`config.mk`:
```
export PLATFORM = sky130hd
export DESIGN_NAME = vec16_expect
export DESIGN_NICKNAME = d
export VERILOG_FILES = /design/src/rtl/vec16_checker_pkg.sv /design/src/rtl/vec16_checker_expect.sv
export SDC_FILE = /design/constraint.sdc
export NUM_CORES = 1
export LEC_CHECK = 0
export BUFFER_PORTS_ARGS = -buffer_cell sky130_fd_sc_hd__clkbuf_2
export CAP_MARGIN = 5
export CELL_PAD_IN_SITES_DETAIL_PLACEMENT = 0
export CELL_PAD_IN_SITES_GLOBAL_PLACEMENT = 1
export CORE_ASPECT_RATIO = 0.7
export CORE_MARGIN = 4
export CORE_UTILIZATION = 23
export DETAILED_ROUTE_END_ITERATION = 6
export PLACE_DENSITY_LB_ADDON = 0.12
export SYNTH_ARGS = -nofsm -noshare
export SYNTH_HDL_FRONTEND = slang
export SYNTH_SLANG_ARGS = --single-unit
```
`constraint.sdc`:
```
create_clock -name vclk -period 2
set_input_delay 0.4 -clock vclk [all_inputs]
set_output_delay 0.4 -clock vclk [all_outputs]
set_load 0.02 [all_outputs]
```
`src/rtl/vec16_checker_pkg.sv`:
```
// Shared encodings for the 16-bit logic-chip response checker.
// Stimulus sources import the same op and state codes.
package vec16_checker_pkg;

    typedef enum logic [1:0] {
        OP_NOT = 2'd0,
        OP_BUF = 2'd1,
        OP_AND = 2'd2,
        OP_OR  = 2'd3
    } op_e;

    typedef enum logic [1:0] {
        ST_IDLE = 2'd0,
        ST_RUN  = 2'd1,
        ST_DONE = 2'd2
    } state_e;

endpackage

```
`src/rtl/vec16_checker_expect.sv`:
```
// Golden model: expected result of one 16-bit logic operation.
// Purely combinational so benches can reuse it directly.
module vec16_expect
    import vec16_checker_pkg::*;
#(
    parameter int WIDTH = 16
) (
    input  logic [1:0]       op,
    input  logic [WIDTH-1:0] a,
    input  logic [WIDTH-1:0] b,
    output logic [WIDTH-1:0] exp
);

    // Select the reference function; b only matters for AND/OR.
    always_comb begin
        exp = '0;
        unique case (op)
            OP_NOT:  exp = ~a;
            OP_BUF:  exp = a;
            OP_AND:  exp = a & b;
            OP_OR:   exp = a | b;
            default: exp = '0;
        endcase
    end

endmodule

```
==> impl_metrics.json, run 1 <==
{
  "status": "completed",
  "numPortBuffers": 50,
  "yosys_warnings": 0,
  "period_needed_ps": 1820,
  "synth.cell_area_um2": 433,
  "routed_wl_um": 1500,
  "crit_fanout": 15,
  "setup_violations": 0,
  "synthCells": 59,
  "start_util": 0.257,
  "ios": 50,
  "path_class": "in2out",
  "whs_ps": 1160,
  "first_pass_iters": 4,
  "drive_gt1_frac": 0.602,
  "synth_top_cell_by_area": "o221ai_2",
  "fp.dieH_um": 44.3,
  "antenna_cells": 0,
  "grt_pass1_vias": 531,
  "synth_top_area_share": 0.347,
  "p_per_area_nw_per_um2": 290,
  "gr-usage-all-layers": 0.106,
  "postCtsHoldBufs": 0,
  "drt_iter0_drc": 33,
  "fin_setup_tns_ps": 0,
  "crit_path_end_kind": "output port",
  "seq_cells": 0,
  "ant_nets": 0,
  "peakVddDrop_uv": 130,
  "hpwl_um": 1210,
  "worst_slew_pin_slew_ps": 644,
  "num_rows": 12,
  "fin_ws_ps": 181,
  "fp.dieW_um": 59.9,
  "timing.fmax_mhz": 550,
  "hold_viol_final": 0,
  "yosysSeqAreaShare": 0,
  "hold_class": "in2out",
  "dieArea_um2": 2650,
  "drc": 0,
  "ys_top_cells_by_area": "o221ai_2 (35%), a21oi_1 (18%), nand3_1 (18%)",
  "nClkBuffers": 0,
  "antenna_found_initial": 0,
  "nets": 139,
  "grt_setup_unrepaired": "no",
  "slew_headroom": 0.570,
  "core-area_um2": 1680,
  "required_ps": 1600,
  "syn_nets": 93,
  "p_leak_uw": 0.000313,
  "grt_pass1_wl_um": 2280,
  "via_per_inst": 5.16,
  "dr_total_vias": 640,
  "area_delta_synth_final_pct": 56.6,
  "fin_util": 0.403,
  "synth.avg_cell_area_um2": 7.34,
  "start_kind": "input port",
  "place_ws_ps": 88.1,
  "avgRoutedWirePerCell_um": 12.1,
  "maxCapViolCount": 0,
  "seq_area_um2": 0,
  "post-route-period-util": 0.910,
  "grt_max_degree": 34,
  "gp_congestion": 0.640,
  "slew_violations": 0,
  "worst_ep_arrival_time_ps": 1420,
  "grt_overflow_total": 0,
  "ys_types": 11
}
-- synth_stat cells (all sizes together) --
master / number
nand3: 16
a21oi: 16
clkbuf: 2
or2: 1
or3: 1
buf: 5
o221ai: 15
o211ai: 1
inv: 2
-- cell families (layout without fill, tap and decap cells) --
family	after synthesis	in the layout	share of synthesized area
AOI/OAI and AO/OA	32	32	0.650
and+or+nand+nor	18	18	0.214
buffers and inverters	9	53	0.136
-- cell type report --
class | instances | area, um2
Inverter | 2 | 7.51
Tap cell | 21 | 26.3
Timing Repair Buffer | 51 | 270
Fill cell | 191 | 1000
Multi-Input combinational cell | 50 | 374
-- placed cells by master (no fill, tap or decap) --
cell type | Yosys | final
a21oi_1 | 16 | 16
buf_12 | 0 | 1
clkbuf_2 | 0 | 50
inv_1 | 2 | 2
nand3_1 | 16 | 16
o211ai_1 | 1 | 1
o221ai_1 | 5 | 5
o221ai_2 | 10 | 10
or2_2 | 0 | 1
or3_1 | 1 | 1
-- timing repair --
action	4_1_cts	5_1_grt
buffers inserted	0	0
gates resized for setup	0	1
endpoints found under the setup margin	0	1
-- where the power goes --
part           internal (uW)  total, uW  switching (uW)
sequential                 0          0               0
clock                      0          0               0
combinational           80.5        196             116
total                   80.5        196             116
-- path summary, 6_finish.rpt --
check	startpoint	endpoint	slack [ps]	depth (start not counted)
min	a[8]	exp[8]	1160	3
max	op[0]	exp[14]	180	4
-- layer usage --
metal / up-vias / track usage / wire length, um
met5: - / 0 / 0
met4: 0 / 0 / 0
met3: 0 / 0.0117 / 105
met2: 20 / 0.200 / 755
met1: 278 / 0.136 / 639
li1: 342 / - / -
-- worst max-delay path, cell delays in order --
cell and delay (ps):
clkbuf_2 110, or2_2 460, o221ai_1 240, clkbuf_2 210
-- through the flow --
step | total power, uW | instances | cell area, um2
4_1_cts | 199 | 124 | 678
6_report | 196 | 124 | 678
5_1_grt | 216 | 124 | 678
2_1_floorplan | 118 | 59 | 433
3_5_place_dp | 198 | 124 | 678
3_3_place_gp | 195 | 124 | 678
No activity file was read; power rests on OpenSTA's default activity.
==> run 2, diff against run 1 <==
--- a/config.mk
+++ b/config.mk
@@ -5,14 +5,16 @@
 export SDC_FILE = /design/constraint.sdc
 export NUM_CORES = 1
 export LEC_CHECK = 0
+export ABC_AREA = 1
 export BUFFER_PORTS_ARGS = -buffer_cell sky130_fd_sc_hd__clkbuf_2
 export CAP_MARGIN = 5
 export CELL_PAD_IN_SITES_DETAIL_PLACEMENT = 0
 export CELL_PAD_IN_SITES_GLOBAL_PLACEMENT = 1
 export CORE_ASPECT_RATIO = 0.7
 export CORE_MARGIN = 4
-export CORE_UTILIZATION = 23
+export CORE_UTILIZATION = 25
 export DETAILED_ROUTE_END_ITERATION = 6
+export MAX_ROUTING_LAYER = met4
 export PLACE_DENSITY_LB_ADDON = 0.12
 export SYNTH_ARGS = -nofsm -noshare
 export SYNTH_HDL_FRONTEND = slang
==> impl_metrics.json, run 2 <==
{
  "crit_path_end_kind": "output port",
  "p_leak_uw": 0.000634,
  "yosysSeqAreaShare": 0,
  "post_cts_buffers": 0,
  "syn_nets": 171,
  "hold_class": "in2out",
  "worst_slew_pin_slew_ps": 245,
  "final_cell_mix": "nand2_1 (54), clkbuf_2 (50), inv_1 (32), nand3_1 (32), nand2_2 (10)",
  "peakVddDrop_uv": 78.4,
  "grt_setup_unrepaired": "no",
  "start_kind": "input port",
  "seq_cells": 0,
  "crit_chain": "clkbuf_2 -> inv_6 -> nand2_1 -> nand3_1 -> nand2_1 -> inv_1 -> clkbuf_2",
  "required_ps": 1600,
  "fin_ws_ps": 347,
  "nClkBuffers": 0,
  "ant_nets": 0,
  "grt_pass1_vias": 770,
  "synth_top_area_share": 0.322,
  "routed_wl_um": 1850,
  "first_pass_iters": 4,
  "fill_cells": 267,
  "multi_input_area_um2": 425,
  "holdPathStages": 6,
  "gr-usage-all-layers": 0.107,
  "p_sw_frac": 0.614,
  "ios": 50,
  "area_delta_synth_final_pct": 38.6,
  "num_rows": 14,
  "hold_viol_final": 0,
  "p_seq_frac": 0,
  "antenna_found_initial": 0,
  "path_class": "in2out",
  "top_layer": "met3",
  "synthCells": 137,
  "synth_top_cell_by_area": "nand2_1",
  "place_ws_ps": 326,
  "fp.dieH_um": 50.0,
  "critical_path.max_stage_delay_ps": 250,
  "grt_overflow_total": 0,
  "p_switching_uw": 137,
  "via_per_inst": 4.15,
  "nets": 217,
  "start_util": 0.276,
  "status": "completed",
  "slew_violations": 0,
  "maxCapViolCount": 0,
  "ys_types": 9,
  "m1WireLength_um": 843,
  "grt_pass1_wl_um": 3030,
  "slew_headroom": 0.836,
  "yosys-top-cells-count": "nand2_1 (54), inv_1 (32), nand3_1 (32), nand2_2 (10), buf_4 (3)",
  "hold_end": "exp[13]",
  "dr_total_vias": 884,
  "synth.cell_area_um2": 629,
  "p_per_area_nw_per_um2": 256,
  "post-route-period-util": 0.827,
  "drc": 0,
  "yosys_warnings": 0,
  "gp_congestion": 0.701,
  "drive_gt1_frac": 0.348,
  "path_buf_inv": 4,
  "core-area_um2": 2280,
  "slowest_stage": "inv_6",
  "timing.fmax_mhz": 605,
  "setup_violations": 0,
  "p_comb_frac": 1.000,
  "dieArea_um2": 3400,
  "wl_met3_um": 124,
  "met2_wirelength_um": 886,
  "post_cts_resized": 0,
  "layout_commonest_cell": "nand2_1",
  "crit_fanout": 32,
  "grt_max_degree": 33,
  "worst_ep_arrival_time_ps": 1250,
  "synth.avg_cell_area_um2": 4.59,
  "fp.dieW_um": 68.0,
  "numPortBuffers": 50,
  "fin_setup_tns_ps": 0,
  "cp_top_family": "buffers and inverters",
  "seq_area_um2": 0,
  "p_int_uw": 86.1,
  "p_clk_frac": 0,
  "avgRoutedWirePerCell_um": 8.70,
  "antenna_cells": 0,
  "postCtsHoldBufs": 0,
  "hold_start": "b[13]",
  "ys_top_cells_by_area": "nand2_1 (32%), nand3_1 (25%), inv_1 (19%)",
  "period_needed_ps": 1650,
  "drt_iter0_drc": 20,
  "hpwl_um": 1520,
  "synth_most_common_cell": "nand2_1"
}
run 2: cell count changes after synthesis, sizes merged, moves of 3 or more:
| cell | before | now |
|---|---|---|
| o221ai | 15 | 0 |
| buf | 5 | 8 |
| a21oi | 16 | 0 |
| inv | 2 | 33 |
| nand3 | 16 | 32 |
| nand2 | 0 | 64 |
run 2: how the worst max path moves through the flow:
stage               endpoint  slack (ps)  depth (start not counted)  start
floorplan            exp[13]         630                          7  op[0]
global placement     exp[10]         350                          7  op[0]
detailed placement   exp[11]         330                          7  op[0]
CTS                  exp[11]         320                          7  op[0]
global route          exp[9]         220                          7  op[0]
finish               exp[11]         350                          7  op[0]
run 2: cell type report:
class,instances,share of cell area
Inverter,33,0.148
Multi-Input combinational cell,96,0.488
Tap cell,32,0.0459
Timing Repair Buffer,52,0.319
run 2: routing by layer:
metal | up-vias | GRT usage
li1 | 494 | -
met1 | 365 | 0.141
met2 | 25 | 0.192
met3 | 0 | 0
met4 | 0 | 0
met5 | - | -
run 2: power by group through the flow:
stage | sequential [uW] | clock, uW | combinational (uW)
final | 0 | 0 | 223
after global routing | 0 | 0 | 252
after CTS | 0 | 0 | 226
after detailed placement | 0 | 0 | 225
after global placement | 0 | 0 | 221
after floorplan | 0 | 0 | 151
run 2: logic make-up after synthesis:
group | Yosys count | share of synthesized area
simple gates | 96 | 0.676
buf+inv | 41 | 0.324
run 2: through the flow:
step	utilization	area [um2]	total power [uW]	cells	hold slack [ps]
6_report	0.383	872	223	213	1220
5_1_grt	0.383	872	252	213	1260
4_1_cts	0.383	872	226	213	1230
3_5_place_dp	0.383	872	225	213	1230
3_3_place_gp	0.383	872	221	213	1220
2_1_floorplan	-	629	151	137	1040
run 2: tightest hold or removal path, cell delays in order:
cell      delay [ps]
clkbuf_2          80
nand2_1           50
nand3_1           70
nand2_1           50
inv_1             30
clkbuf_2         140
==> run 3, diff against run 2 <==
--- a/config.mk
+++ b/config.mk
@@ -12,7 +12,7 @@
 export CELL_PAD_IN_SITES_GLOBAL_PLACEMENT = 1
 export CORE_ASPECT_RATIO = 0.7
 export CORE_MARGIN = 4
-export CORE_UTILIZATION = 25
+export CORE_UTILIZATION = 24
 export DETAILED_ROUTE_END_ITERATION = 6
 export MAX_ROUTING_LAYER = met4
 export PLACE_DENSITY_LB_ADDON = 0.12
==> constraint.sdc (replaced) <==
create_clock -name vclk -period 1.74
set_input_delay 0.348 -clock vclk [all_inputs]
set_output_delay 0.348 -clock vclk [all_outputs]
set_load 0.02 [all_outputs]
==> impl_metrics.json, run 3 (synthesis results as in run 2) <==
{
  "grt_pass1_wl_um": 3080,
  "fin_setup_tns_ps": 0,
  "worst_ep_arrival_time_ps": 1110,
  "p_leak_uw": 0.000639,
  "avgRoutedWirePerCell_um": 8.46,
  "hpwl_um": 1480,
  "dr_total_vias": 883,
  "routed_wl_um": 1830,
  "hold_end": "exp[8]",
  "core-area_um2": 2480,
  "required_ps": 1390,
  "crit_path_end_kind": "output port",
  "timing.fmax_mhz": 688,
  "antenna_found_initial": 0,
  "post_cts_resized": 0,
  "hold_start": "b[8]",
  "gp_congestion": 0.748,
  "final_cell_mix": "nand2_1 (54), clkbuf_2 (50), inv_1 (32), nand3_1 (32), nand2_2 (10)",
  "p_switching_uw": 158,
  "holdPathStages": 6,
  "p_comb_frac": 1.000,
  "p_clk_frac": 0,
  "start_util": 0.254,
  "numPortBuffers": 50,
  "area_delta_synth_final_pct": 40.2,
  "drive_gt1_frac": 0.352,
  "slew_headroom": 0.834,
  "p_sw_frac": 0.610,
  "ant_nets": 0,
  "nets": 218,
  "grt_pass1_vias": 733,
  "gr-usage-all-layers": 0.102,
  "first_pass_iters": 4,
  "layout_commonest_cell": "nand2_1",
  "grt_setup_unrepaired": "no",
  "path_class": "in2out",
  "seq_area_um2": 0,
  "drt_iter0_drc": 16,
  "hold_class": "in2out",
  "fill_cells": 310,
  "hold_viol_final": 0,
  "p_int_uw": 101,
  "fp.dieW_um": 69.2,
  "peakVddDrop_uv": 102,
  "drc": 0,
  "crit_start": "op[0]",
  "postCtsHoldBufs": 0,
  "worst_slew_pin_slew_ps": 249,
  "grt_max_degree": 33,
  "slew_violations": 0,
  "antenna_cells": 0,
  "seq_cells": 0,
  "nClkBuffers": 0,
  "crit_fanout": 32,
  "post_cts_buffers": 0,
  "fp.dieH_um": 50.8,
  "start_kind": "input port",
  "status": "completed",
  "via_per_inst": 4.09,
  "dieArea_um2": 3520,
  "p_seq_frac": 0,
  "post-route-period-util": 0.835,
  "final_cell_count_no_fill": 216,
  "placedCellCount": 216,
  "p_per_area_nw_per_um2": 293,
  "maxCapViolCount": 0,
  "grt_overflow_total": 0,
  "period_needed_ps": 1450,
  "ios": 50,
  "num_rows": 15,
  "setup_violations": 0
}
## run 3: through the flow
stage | utilization | hold slack (ps) | power [uW] | setup WS (ps) | cell area, um2
3_3_place_gp | 0.356 | 1110 | 256 | 295 | 882
4_1_cts | 0.356 | 1120 | 262 | 278 | 882
3_5_place_dp | 0.356 | 1120 | 261 | 280 | 882
6_report | 0.356 | 1120 | 258 | 287 | 882
5_1_grt | 0.356 | 1150 | 291 | 175 | 882
2_1_floorplan | - | 931 | 174 | 469 | 629
## run 3: metal layers
metal / wire [um] / vias up / track usage
met5: 0 / - / -
met4: 0 / 0 / 0
met3: 91 / 0 / 0.0118
met2: 835 / 28 / 0.177
met1: 902 / 362 / 0.137
li1: - / 493 / -
## run 3: area by class of cell
| class | instances | area (um2) | share of cell area |
|---|---|---|---|
| Tap cell | 34 | 42.5 | 0.0482 |
| Timing Repair Buffer | 53 | 285 | 0.323 |
| Multi-Input combinational cell | 96 | 425 | 0.482 |
| Inverter | 33 | 129 | 0.146 |
## run 3: power groups by stage
stage / logic [uW] / clock network (uW) / registers [uW]
after floorplan: 174 / 0 / 0
after global placement: 256 / 0 / 0
after detailed placement: 261 / 0 / 0
after CTS: 262 / 0 / 0
after global routing: 291 / 0 / 0
final: 258 / 0 / 0
## run 3: worst max-delay path by stage
stage	end	slack, ps	cells past startpoint
6_report	exp[11]	290	7
5_1_grt	exp[11]	170	7
4_1_cts	exp[9]	280	7
3_5_place_dp	exp[11]	280	7
2_1_floorplan	exp[13]	470	7
3_3_place_gp	exp[9]	300	7
## run 3: worst max-delay path, stage by stage
cell and delay [ps]:
clkbuf_2 130, inv_6 220, nand2_1 90, nand3_1 70, nand2_1 50, inv_1 40
clkbuf_2 160
